--- src/rtl/vga_layer_mixer.sv ---
// VGA output stage: priority-merges NL graphic layers over a background colour, with blanking,
// per-layer frame blinking and a colour-bar test pattern, then delays colour and syncs by PIPE ticks.
module vga_layer_mixer #(
  parameter int CW         = 4,
  parameter int NL         = 4,
  parameter int PIPE       = 2,
  parameter int BLINK_LOG2 = 5
) (
  input  logic                 clk,
  input  logic                 reset,
  input  logic                 pixel_tick,
  input  logic                 video_on,
  input  logic                 hsync_in,
  input  logic                 vsync_in,
  input  logic [NL-1:0]        layer_on,
  input  logic [NL*3*CW-1:0]   layer_rgb,
  input  logic [NL-1:0]        layer_blink,
  input  logic [3*CW-1:0]      bg_rgb,
  input  logic                 test_mode,
  output logic                 Hsync,
  output logic                 Vsync,
  output logic [CW-1:0]        vgaRed,
  output logic [CW-1:0]        vgaGreen,
  output logic [CW-1:0]        vgaBlue,
  output logic [15:0]          frame_count
);

  localparam int PW = 3 * CW;

  logic            vsyncPrev_q;
  logic [15:0]     frameCount_q, frameCount_d;
  logic [10:0]     column_q, column_d;
  logic            hide;
  logic [2:0]      bar;
  logic [PW-1:0]   layerColour, barColour, pixel_d;
  logic [PW-1:0]   rgbPipe_q [PIPE];
  logic [PIPE-1:0] hsPipe_q, vsPipe_q;

  // Blink phase comes from the registered counter, so a vsync edge on this tick
  // only affects the next pixel's decision.
  always_comb begin
    hide        = frameCount_q[BLINK_LOG2];
    layerColour = bg_rgb;
    for (int i = NL - 1; i >= 0; i--) begin
      if (layer_on[i] && !(layer_blink[i] && hide)) begin
        layerColour = layer_rgb[i*PW +: PW];
      end
    end
  end

  always_comb begin
    bar       = column_q[9:7];
    barColour = {{CW{bar[2]}}, {CW{bar[1]}}, {CW{bar[0]}}};
    pixel_d   = '0;
    if (video_on) begin
      pixel_d = test_mode ? barColour : layerColour;
    end
    frameCount_d = (vsyncPrev_q && !vsync_in) ? frameCount_q + 16'd1 : frameCount_q;
    column_d     = video_on ? column_q + 11'd1 : 11'd0;
  end

  // Syncs travel through the same number of stages as colour to stay aligned.
  always_ff @(posedge clk or posedge reset) begin
    if (reset) begin
      vsyncPrev_q  <= 1'b1;
      frameCount_q <= '0;
      column_q     <= '0;
      hsPipe_q     <= '1;
      vsPipe_q     <= '1;
      for (int s = 0; s < PIPE; s++) begin
        rgbPipe_q[s] <= '0;
      end
    end else if (pixel_tick) begin
      vsyncPrev_q  <= vsync_in;
      frameCount_q <= frameCount_d;
      column_q     <= column_d;
      rgbPipe_q[0] <= pixel_d;
      hsPipe_q[0]  <= hsync_in;
      vsPipe_q[0]  <= vsync_in;
      for (int s = 1; s < PIPE; s++) begin
        rgbPipe_q[s] <= rgbPipe_q[s-1];
        hsPipe_q[s]  <= hsPipe_q[s-1];
        vsPipe_q[s]  <= vsPipe_q[s-1];
      end
    end
  end

  assign Hsync       = hsPipe_q[PIPE-1];
  assign Vsync       = vsPipe_q[PIPE-1];
  assign vgaRed      = rgbPipe_q[PIPE-1][PW-1 -: CW];
  assign vgaGreen    = rgbPipe_q[PIPE-1][2*CW-1 -: CW];
  assign vgaBlue     = rgbPipe_q[PIPE-1][CW-1:0];
  assign frame_count = frameCount_q;

endmodule

--- config.mk ---
export PLATFORM = sky130hd
export DESIGN_NAME = vga_layer_mixer
export DESIGN_NICKNAME = d
export VERILOG_FILES = /design/src/rtl/vga_layer_mixer.sv
export SDC_FILE = /design/constraint.sdc
export NUM_CORES = 1
export LEC_CHECK = 0
export ABC_AREA = 1
export BUFFER_PORTS_ARGS = -buffer_cell sky130_fd_sc_hd__buf_2
export CAP_MARGIN = 20
export CORE_MARGIN = 8
export CORE_UTILIZATION = 41
export DETAILED_ROUTE_END_ITERATION = 6
export PLACE_DENSITY_LB_ADDON = 0.2
export RECOVER_POWER = 25
export SKIP_CTS_REPAIR_TIMING = 1
export SYNTH_ARGS = -nofsm -noshare
export SYNTH_HDL_FRONTEND = slang
export SYNTH_SLANG_ARGS = --single-unit
--- constraint.sdc ---
create_clock -name clk -period 5.3 [get_ports clk]
set_clock_uncertainty 0.15 [all_clocks]
set_input_delay 0.795 -clock clk [delete_from_list [all_inputs] [get_ports clk]]
set_output_delay 0.795 -clock clk [all_outputs]
set_load 0.02 [all_outputs]
==> results of run 1 <==
[through the flow]
| step | total power [mW] | std cells | worst slack, ps | util (%) | hold WS [ps] |
|---|---|---|---|---|---|
| 2_1_floorplan | 0.619 | 469 | 3050 | - | 293 |
| 3_3_place_gp | 0.680 | 649 | 2860 | 48.6 | 302 |
| 3_5_place_dp | 0.683 | 649 | 2800 | 48.6 | 308 |
| 4_1_cts | 0.920 | 657 | 3120 | 49.8 | 325 |
| 5_1_grt | 0.964 | 657 | 2910 | 49.8 | 341 |
| 6_report | 0.905 | 657 | 3110 | 49.8 | 318 |
[flip-flops by register name, indices dropped and copies added (netlist names)]
| signal | flops |
|---|---|
| vgaGreen | 4 |
| hsPipe_q | 2 |
| vgaRed | 4 |
| frame_count | 16 |
| column_q | 10 |
| vgaBlue | 4 |
| rgbPipe_q | 12 |
| vsPipe_q | 2 |
[cell usage after synthesis (all sizes together)]
master,number,area share (%)
o21ai,19,3.0
a31oi,2,0.39
nor3,4,0.78
nand4,7,1.4
inv,71,8.3
dfrtp,50,39
dfstp,4,3.3
ha,2,0.78
nand3,56,9.1
nand3b,1,0.23
nor2,24,3.3
clkbuf,3,0.35
and3,1,0.19
nand2,184,21
buf,25,4.8
xor2,7,1.9
xnor2,4,1.1
a21oi,4,0.62
nor3b,1,0.23
[logic make-up after synthesis]
family | count (synthesis) | synth area share [%]
and+or+nand+nor | 278 | 36.7
adders and majority gates | 2 | 0.778
xor gates and xnor gates | 11 | 3.00
buffers and inverters | 99 | 13.4
AOI/OAI and AO/OA | 25 | 3.97
DFF | 54 | 42.2
[worst max-delay path, delay by kind of cell]
family                 cells  cell delay (ps)
AND/OR/NAND/NOR            4              400
AO/OA/AOI/OAI              1              150
buffers and inverters      3              920
[area by class of cell]
cell class              count  area, sq um  area share, %
flip-flops and latches     54         1360           35.6
multi-input cells         316         1430           37.5
inverters                  71          267           7.00
well taps                 102          128           3.35
clock inverters             2         12.5          0.329
repair buffers            106          536           14.1
clock buffers               6         82.6           2.17
[report_power, final]
part / internal (mW) / switching [mW]
Combinational: 0.0761 / 0.116
Sequential: 0.449 / 0.0296
Clock: 0.105 / 0.129
Total: 0.630 / 0.275
[cells in the final DEF, fill, tap and decap left out, types with 2 or more instances in the layout]
cell type and instances:
sky130_fd_sc_hd__clkbuf_8 6, sky130_fd_sc_hd__nor2_1 18, sky130_fd_sc_hd__a21oi_1 4, sky130_fd_sc_hd__buf_2 104, sky130_fd_sc_hd__a31oi_1 2, sky130_fd_sc_hd__nand3_1 55
sky130_fd_sc_hd__ha_1 2, sky130_fd_sc_hd__dfrtp_1 50, sky130_fd_sc_hd__dfstp_2 4, sky130_fd_sc_hd__o21ai_0 19, sky130_fd_sc_hd__nand2_1 184, sky130_fd_sc_hd__nand4_1 7
sky130_fd_sc_hd__xnor2_1 4, sky130_fd_sc_hd__nor2_2 6, sky130_fd_sc_hd__xor2_1 7, sky130_fd_sc_hd__buf_4 2, sky130_fd_sc_hd__nor3_1 3, sky130_fd_sc_hd__inv_1 71
[layer usage]
metal	wire (um)	vias up
li1	-	1594
met1	3370	1273
met2	3490	90
met3	675	7
met4	99	0
met5	0	-
[worst max path at each step]
stage                              endpoint       start
finish              column_q[5]$_DFFE_PP0P_  pixel_tick
global route        column_q[5]$_DFFE_PP0P_  pixel_tick
CTS                 column_q[5]$_DFFE_PP0P_  pixel_tick
detailed placement  column_q[5]$_DFFE_PP0P_  pixel_tick
global placement    column_q[5]$_DFFE_PP0P_  pixel_tick
floorplan           column_q[0]$_DFFE_PP0P_       reset
==> results, run 1 <==
- The run finished with clean final reports.
- The startpoint identified for the worst hold timing path is hsPipe_q[0]$_DFFE_PP1P_.
- The number of core rows is 32.
- The detail-routed net length per standard cell is 11.6 um.
- The actual slew at the worst max-slew pin is 663 ps.
- The die is 105 um tall.
- The area added between synthesis and finish is 18.4%.
- The count of input and output buffers is 104.
- The max-cap violation count is 0.
- The first global-routing pass estimated 13400 um of wire.
- The worst register-to-register path has a depth of 9.
- Setup repair after global routing left no endpoint under its margin.
- The length of the first detailed-routing pass in iterations is 4.
- Based on the critical path, the design can be clocked at up to 457 MHz.
- The number of max-slew violations in the final report is 0.
- The initial detailed-routing violation count is 97.
- The category of the critical setup timing path is input port to register.
- The number of nets in the synthesized netlist is 546.
- The worst relative slew slack is 55.8%.
- The final-layout setup total negative slack is 0 ps.
- The delay of the slowest critical-path stage is 360 ps.
- The reg-to-reg critical path endpoint is rgbPipe_q[18]$_DFFE_PP0P_.
- The worst register-to-register path begins at frame_count[5]$_DFFE_PP0P_.
- 0 antenna diodes ended up in the layout.
- The slack of the worst reg-to-reg path is 3270 ps.
- The count of final setup violators is 0.
- The width of the chip is 105 um.
- The total area inside the core boundary comes to 0.00765 sq mm.
- The critical path required time is 5390 ps.
- The placed standard-cell area is 0.00371 sq mm.
- The number of buffers inserted during clock tree synthesis is 5.
- Global routing used 14.3% of the available tracks.
- In this run the mean area of a mapped cell was 6.86 sq um.
- The worst setup path is launched from an input port.
- The final period demand of the worst path is 2190 ps.
- Cells with a size suffix above 1 make up 22.7% of the layout.
- The net total in the final layout is 631.
- The number of distinct standard cells referenced by the synthesized netlist is 24.
- The global routing stage identified its most utilized layer as met2.
- For this run, design rule violations remaining after detail routing come to 0.
- The analysis attributes to cell leakage a power of 2.30 nW.
- The maximum VDD drop is 95.0 uV.
- Clock tree synthesis selected as its root buffer the cell sky130_fd_sc_hd__clkbuf_8.
- The finished cells cover 0.00381 sq mm.
- The layout filler cell count is 812.
- The final HPWL from detailed placement is 6290 um.
- Entering global routing, the biggest net connects 55 pins.
- The H-tree depth is 2.
- Of the synthesized area, sequential elements account for 42.2%.
- The path type of the worst min-delay path is register to register.
- At the later pin of the worst-skew pair, clock insertion delay measures 310 ps.
- Clock-pin slew was measured on the worst setup and hold paths at 90 ps.
- The number of antenna violations at the first check in global routing came to 0.
- The worst path uses 41.3% of the clock period.
- The path with the worst hold slack has its endpoint at hsPipe_q[0]$_DFFE_PP1P_.
- The maximum number of buffers from clock root to sink is 2.
- The total number of yosys warnings is 0.
- In this run the remaining antenna-violating nets after routing total 0.
- The critical path goes through buf_2 > inv_1 > buf_4 > nor2_1 > nand2_1 > o21ai_0 > nand2_1 > nor2_1.
- The power per cell area is 238 mW/mm^2.
- In the global route stage, met2 resource usage came out at 23.5%.
- The congestion estimate from routability-driven global placement came to 0.850.
- Data on the critical path arrives at its endpoint at 2280 ps.
- Global routing consumed, on the met3 layer, 5.59% of the routing resources.
- The initial utilization of the core area, before any placement, comes to 42.0%.
- The number of cells on the worst hold path is 2.
- The post-synthesis instance area is 0.00322 sq mm.
- The TritonCTS clock tree is done.
- The final routed wirelength across all metal layers is 7640 um.
- The via count of the first global-routing pass is 3074.
- The worst setup path is captured at a register.
- For met1 alone, demand over resource in global routing was 16.7%.
- The hold violation total from the final report is 0.
- The number of vias after detailed routing is 2964.
- The overall die area is 0.0109 sq mm.
- After detailed routing, the number of vias per cell comes to 4.51.
- Pin placement for this block handled 105 I/O pins.
- After global routing the overflow that remains totals 0.
- Among all stages on the critical path, the largest delay is contributed by sky130_fd_sc_hd__buf_2.
- The flip-flop and latch count after synthesis is 54.
- The largest driver fanout on the critical path is 24.
- Synthesis produced a netlist whose cell count is 469.
- Counting every sink on the clock net gives 54.
(Power assumes the default switching activity.)
==> run 2: changes to the inputs <==
- clock period: 5.3 -> 1.9 ns (I/O delays scaled with it)
==> run 2 against run 1 <==
Worst hold slack got worse by 290 ps. Register-to-register slack got worse by 3100 ps. Final cell count is 1.2% higher. Largest cell class unchanged.
==> results, run 2 (same netlist as run 1, synthesis figures left out) <==
- The flow ran to the end, and the final reports show no timing, DRC or antenna violations.
- Walking the worst path, the cells encountered are nand3_4 > nor2_2 > nand4_1 > nor2_2 > nand2_1 > nand2_1 > nand2_1.
- The min-delay analysis places its worst path in the category input port to register.
- Setup violations remaining at the end of the flow were counted as 0.
- After clock tree synthesis, the clock-pin slew on the worst setup and hold paths is 100 ps.
- Of the available clock period, the critical path in the final layout requires 89.0%.
- The filler cells instantiated in the layout total 796.
- The top cell types in the final layout, fill and taps aside, are sky130_fd_sc_hd__nand2_1 (184), sky130_fd_sc_hd__buf_2 (102), sky130_fd_sc_hd__inv_1 (71), sky130_fd_sc_hd__nand3_1 (55), sky130_fd_sc_hd__dfrtp_1 (50).
- The number of max-slew violations in the final report came to 0.
- Of all nets on the critical path, the largest fanout is 5.
- The number of antenna violations at the first check in global routing came to 0.
- The area added between synthesis and finish is 20.6%.
- The worst pin sits at a relative slew slack of 45.3%.
- The sum of internal, switching and leakage power is 2.66 mW.
- The power per cell area is 686 mW/mm^2.
- The category of the critical setup timing path is register to register.
- The largest single stage delay on the critical path is 600 ps.
- The first global-routing pass estimated 14200 um of wire.
- The number of buffers and inverters on the critical path is 0.
- The share of cells above drive strength 1 is 22.9%.
- The number of buffers inserted during clock tree synthesis is 5.
- Input and output buffers added on the ports amount to 104.
- The cell that appears most often on the critical path is sky130_fd_sc_hd__nand2_1.
- The max-cap violation count is 0.
- The number of vias after detailed routing is 3123.
- The worst setup path is captured at a register.
- The H-tree depth is 2.
- The placement-stage worst setup slack is 252 ps.
- The library cell used most frequently in the layout, excluding fill and tap cells, is sky130_fd_sc_hd__nand2_1.
- Summed over all failing endpoints, the final setup total negative slack is 0 ps.
- The number of core rows is 32.
- The width of the chip is 105 um.
- Across every metal layer, demand over resource in global routing totals 15.3%.
- The flip-flop count of the largest register after layout is 16.
- The final routed wirelength across all metal layers is 8210 um.
- The die height is 105 um.
- The wire-length estimate of the detail-placed layout is 6690 um.
- The number of antenna repair diodes is 0.
- The TritonCTS clock tree is done.
- The length of the first detailed-routing pass in iterations is 4.
- The initial utilization of the core area, before any placement, comes to 42.0%.
- The clock root buffer is sky130_fd_sc_hd__clkbuf_8.
- For the worst-skew pair, the clock arrives at the later sink with an insertion delay of 310 ps.
- The remaining antenna violation count after routing is 0.
- The worst endpoint data arrival time is 1740 ps.
- The critical path required time is 1950 ps.
- The sink count of the clock tree is 54.
- The peak clock frequency supported by timing is 591 MHz.
- The via density per instance is 4.70.
- The core region area is 0.00765 sq mm.
- The number of top-level pins is 105.
- The net total in the final layout is 639.
- The detail-routed net length per standard cell is 12.3 um.
- The via count of the first global-routing pass is 3205.
- The post-route core utilization is 50.7%.
- The hold violation total from the final report came to 0.
- The largest individual stage delay along the critical path comes from the cell sky130_fd_sc_hd__dfstp_1.
- The maximum number of buffers from clock root to sink is 2.
- For this run, design rule violations remaining after detail routing come to 0.
- The smallest setup slack after layout is 209 ps.
- The overall die area is 0.0109 sq mm.
- The nature of the critical path startpoint is a register.
- The maximum VDD drop is 275 uV.
- Entering global routing, the biggest net connects 28 pins.
- Setup repair after global routing left no endpoint under its margin.
- For the finished layout, the period the worst path requires is 1690 ps.
- After the first detailed-routing iteration, the DRC count stood at 188.
- For this design the static power due to leakage is 2.34 nW.
- The total congestion overflow after global routing is 0.
- The routability congestion estimate is 0.861.
- The largest delay contributor family on the critical path is simple AND/OR/NAND/NOR gates.
- The actual slew at the worst max-slew pin is 821 ps.
==> run 2: cell type report <==
class	instances	area (sq um)	share of cell area (%)
sequential	54	1360	35.0
tap	102	128	3.29
inverter	71	267	6.87
multi-input combinational	316	1430	36.8
clock buffer	5	68.8	1.77
timing repair buffer	114	587	15.1
clock inverter	3	43.8	1.13
==> run 2: stage by stage <==
step / std cells / hold slack [ps] / area, sq um
6_report: 665 / 29.3 / 3880
5_1_grt: 665 / 48.0 / 3880
4_1_cts: 664 / -109 / 3880
3_5_place_dp: 656 / 236 / 3770
3_3_place_gp: 656 / 246 / 3770
2_1_floorplan: 469 / 230 / 3220
==> run 2: routing by layer <==
layer  part of all wire (%)  track usage, %
met1                     45            18.7
met2                     46            25.1
met3                    7.6            4.55
met4                    1.6            5.27
met5                      0               0
==> run 2: worst reg2reg max path, stage by stage (launching register included) <==
cell and delay, ps:
sky130_fd_sc_hd__dfstp_1 600, sky130_fd_sc_hd__nand3_4 120, sky130_fd_sc_hd__nor2_2 160, sky130_fd_sc_hd__nand4_1 180, sky130_fd_sc_hd__nor2_2 200, sky130_fd_sc_hd__nand2_1 80
sky130_fd_sc_hd__nand2_1 60, sky130_fd_sc_hd__nand2_1 40
==> run 2: final timing paths <==
check,startpoint,to,slack [ps],depth (start not counted)
max in group asynchronous,reset,column_q[1]$_DFFE_PP0P_,590,4
worst min-delay path,hsync_in,hsPipe_q[0]$_DFFE_PP1P_,30,3
min in group asynchronous,reset,column_q[6]$_DFFE_PP0P_,460,4
worst max-delay path,vsPipe_q[0]$_DFFE_PP1P_,frame_count[15]$_DFFE_PP0P_,210,7
worst min register to register,vsPipe_q[1]$_DFFE_PP1P_,vsPipe_q[1]$_DFFE_PP1P_,320,2
worst max register to register,vsPipe_q[0]$_DFFE_PP1P_,frame_count[15]$_DFFE_PP0P_,210,7
==> run 2: where the power goes <==
group | switching (mW) | internal, mW | total, mW
combinational | 0.332 | 0.217 | 0.549
clock | 0.381 | 0.395 | 0.776
sequential | 0.0821 | 1.25 | 1.33
total | 0.794 | 1.86 | 2.66
==> run 3: changes to the inputs <==
- CORE_ASPECT_RATIO: default -> 0.5
==> run 3 against run 2 <==
Worst hold slack better by 21 ps. Sequential cell count stayed put. Sequential power hardly changed. Global-route usage is 0.62 points lower. Critical path depth is 2 higher. Power is 3.4% higher. Clock power is 12% higher. Routed wire length is 5.2% lower. Via count is 6.4% lower. Register-to-register slack better by 20 ps. Critical endpoint is now rgbPipe_q[13]$_DFFE_PP0P_.
==> results, run 3 (same netlist as run 1, synthesis figures left out) <==
- The die covers 0.0111 sq mm.
- For the worst setup path, the data arrival time is 1700 ps.
- The worst register-to-register path ends at rgbPipe_q[13]$_DFFE_PP0P_.
- The number of max-slew violations in the final report is 0.
- Setup repair after global routing left no endpoint under its margin.
- The most common library cell in the layout ignoring fill and taps is sky130_fd_sc_hd__nand2_1.
- The run finished with clean final reports.
- From synthesis to final layout, the design area changed by 22.1%.
- The cell depth of the worst flop-to-flop path is 9.
- For hold timing, the worst endpoint is hsPipe_q[0]$_DFFE_PP1P_.
- Routability-driven placement finished with a final weighted congestion of 0.799.
- The number of cells on the worst hold path is 3.
- The clock root buffer is sky130_fd_sc_hd__clkbuf_16.
- The net total in the final layout is 638.
- In this run the worst path has a maximum fanout of 12.
- The via count of the first global-routing pass is 2959.
- At the pin with the least slew margin, the transition time is 734 ps.
- The multi-input combinational cells in the finished layout cover a total of 0.00143 sq mm.
- The non-filler instance count after layout is 670.
- The register with the most flip-flops in the layout has 16 of them.
- The footprint of the flip-flops and latches is 0.00136 sq mm.
- The peak clock frequency supported by timing is 598 MHz.
- Entering global routing, the biggest net connects 37 pins.
- TritonCTS built the clock tree.
- The detail-routed net length per standard cell is 11.6 um.
- The total area inside the core boundary comes to 0.00746 sq mm.
- The setup check on the worst reg-to-reg path leaves a slack of 230 ps.
- 0 antenna diodes ended up in the layout.
- The layout filler cell count is 781.
- STA classifies the critical path endpoint as a register.
- The number of antenna violations at the first check in global routing is 0.
- The number of vias after detailed routing is 2923.
- The hold violation total from the final report is 0.
- The startpoint identified for the worst register-to-register timing path is frame_count[5]$_DFFE_PP0P_.
- Summed over all nets, the half-perimeter wirelength after detailed placement is 6440 um.
- Summed over all layers, the routed wires come to 7790 um.
- The die height is 78.6 um.
- The clock network latency to the later pin of the worst-skew pair is 290 ps.
- After layout, the worst path uses 88.0% of the clock period.
- 105 I/O pins were placed.
- Global routing used 14.7% of the available tracks.
- After clock tree synthesis, the clock-pin slew on the worst setup and hold paths is 70 ps.
- The top cell types in the final layout, fill and taps aside, are sky130_fd_sc_hd__nand2_1 (184), sky130_fd_sc_hd__buf_2 (103), sky130_fd_sc_hd__inv_1 (71), sky130_fd_sc_hd__nand3_1 (55), sky130_fd_sc_hd__dfrtp_1 (50).
- The tool flagged a number of max-cap violations equal to 0.
- After layout, the minimum clock period comes to 1670 ps.
- The worst setup path is launched from a register.
- The H-tree depth is 2.
- The first TritonRoute pass finished after 4 iterations.
- For the worst setup path, the data required time is 1930 ps.
- Row generation in the floorplan step produced 22 rows.
- The power per cell area is 700 mW/mm^2.
- Cells with a size suffix above 1 make up 23.0% of the layout.
- The number of buffers inserted during clock tree synthesis is 5.
- The hold path startpoint is hsync_in.
- The width of the chip is 141 um.
- The count of input and output buffers is 104.
- For this run the aggregate overflow at the end of global routing stands at 0.
- Summed over all cells, the static leakage comes to 2.36 nW.
- After detailed routing, the number of remaining DRC violations is 0.
- The final-layout setup total negative slack is 0 ps.
- The tree built by TritonCTS fans out to 54 sinks.
- Counting along the longest clock path gives a buffer depth of 2.
- The count of final setup violators is 0.
- The via density per instance is 4.36.
- The wire length of the first global-routing pass is 13800 um.
- The remaining antenna violation count after routing is 0.
- The category of the critical setup timing path is register to register.
- The initial standard-cell utilization of the core is 43.1%.
- The worst relative slew slack is 51.0%.
- For this block, the initial DRC count from the detailed router was 83.
- The placed instance count is 661.
- The maximum VDD drop is 330 uV.
- The path type of the worst min-delay path is input port to register.
-- run 3: cell types whose count changed in the layout (fill, tap and decap cells not counted), sizes merged --
cell | before | now
inv | 72 | 71
clkinv | 1 | 2
clkbuf | 10 | 8
bufinv | 1 | 0
buf | 108 | 110
-- run 3: report_power, final --
group	internal (mW)	leakage, nW	switching [mW]
logic	0.221	1.59	0.326
clock network	0.489	0.0708	0.379
registers	1.25	0.695	0.0801
-- run 3: area by class of cell --
cell class,instances,share of cell area [%]
multi-input combinational,316,36.3
sequential,54,34.5
timing repair buffer,113,15.3
inverter,71,6.79
tap,108,3.44
clock buffer,6,3.28
clock inverter,2,0.350
-- run 3: per-stage QoR --
| step | power [mW] | area, sq um | worst slack [ps] | hold slack (ps) | utilization (%) |
|---|---|---|---|---|---|
| detailed placement | 1.92 | 3780 | 241 | 158 | 50.7 |
| global placement | 1.91 | 3780 | 271 | 155 | 50.7 |
| CTS | 2.80 | 3920 | 233 | -152 | 52.6 |
| global route | 2.93 | 3930 | 75.6 | 78.7 | 52.7 |
| finish | 2.75 | 3930 | 229 | 50.2 | 52.7 |
| floorplan | 1.73 | 3220 | 157 | 230 | - |
-- run 3: worst max-delay path: stages (launching register included) --
cell,delay [ps]
sky130_fd_sc_hd__dfrtp_1,540
sky130_fd_sc_hd__nand2_1,110
sky130_fd_sc_hd__nand2_1,290
sky130_fd_sc_hd__nand2_1,90
sky130_fd_sc_hd__nand3_1,80
sky130_fd_sc_hd__nand3_1,70
sky130_fd_sc_hd__nand2_1,70
sky130_fd_sc_hd__nand2_1,50
sky130_fd_sc_hd__nand2_1,60
sky130_fd_sc_hd__nand2_1,40
-- run 3: how the worst max path moves through the flow --
| stage | from | end | slack [ps] | cells after the start |
|---|---|---|---|---|
| after floorplan | reset | column_q[0]$_DFFE_PP0P_ | 160 | 1 |
| after global placement | frame_count[5]$_DFFE_PP0P_ | rgbPipe_q[13]$_DFFE_PP0P_ | 270 | 9 |
| after detailed placement | frame_count[5]$_DFFE_PP0P_ | rgbPipe_q[19]$_DFFE_PP0P_ | 240 | 9 |
| after CTS | frame_count[5]$_DFFE_PP0P_ | rgbPipe_q[19]$_DFFE_PP0P_ | 230 | 9 |
| after global routing | frame_count[5]$_DFFE_PP0P_ | rgbPipe_q[13]$_DFFE_PP0P_ | 80 | 9 |
| final | frame_count[5]$_DFFE_PP0P_ | rgbPipe_q[13]$_DFFE_PP0P_ | 230 | 9 |
-- run 3: layer usage --
| layer | GRT usage [%] | vias to the layer above | routed length (um) | part of all wire, % |
|---|---|---|---|---|
| li1 | - | 1609 | - | - |
| met1 | 18.1 | 1222 | 3640 | 47 |
| met2 | 22.9 | 87 | 3210 | 41 |
| met3 | 7.12 | 5 | 863 | 11 |
| met4 | 3.51 | 0 | 68 | 0.87 |
| met5 | 0 | - | 0 | 0 |
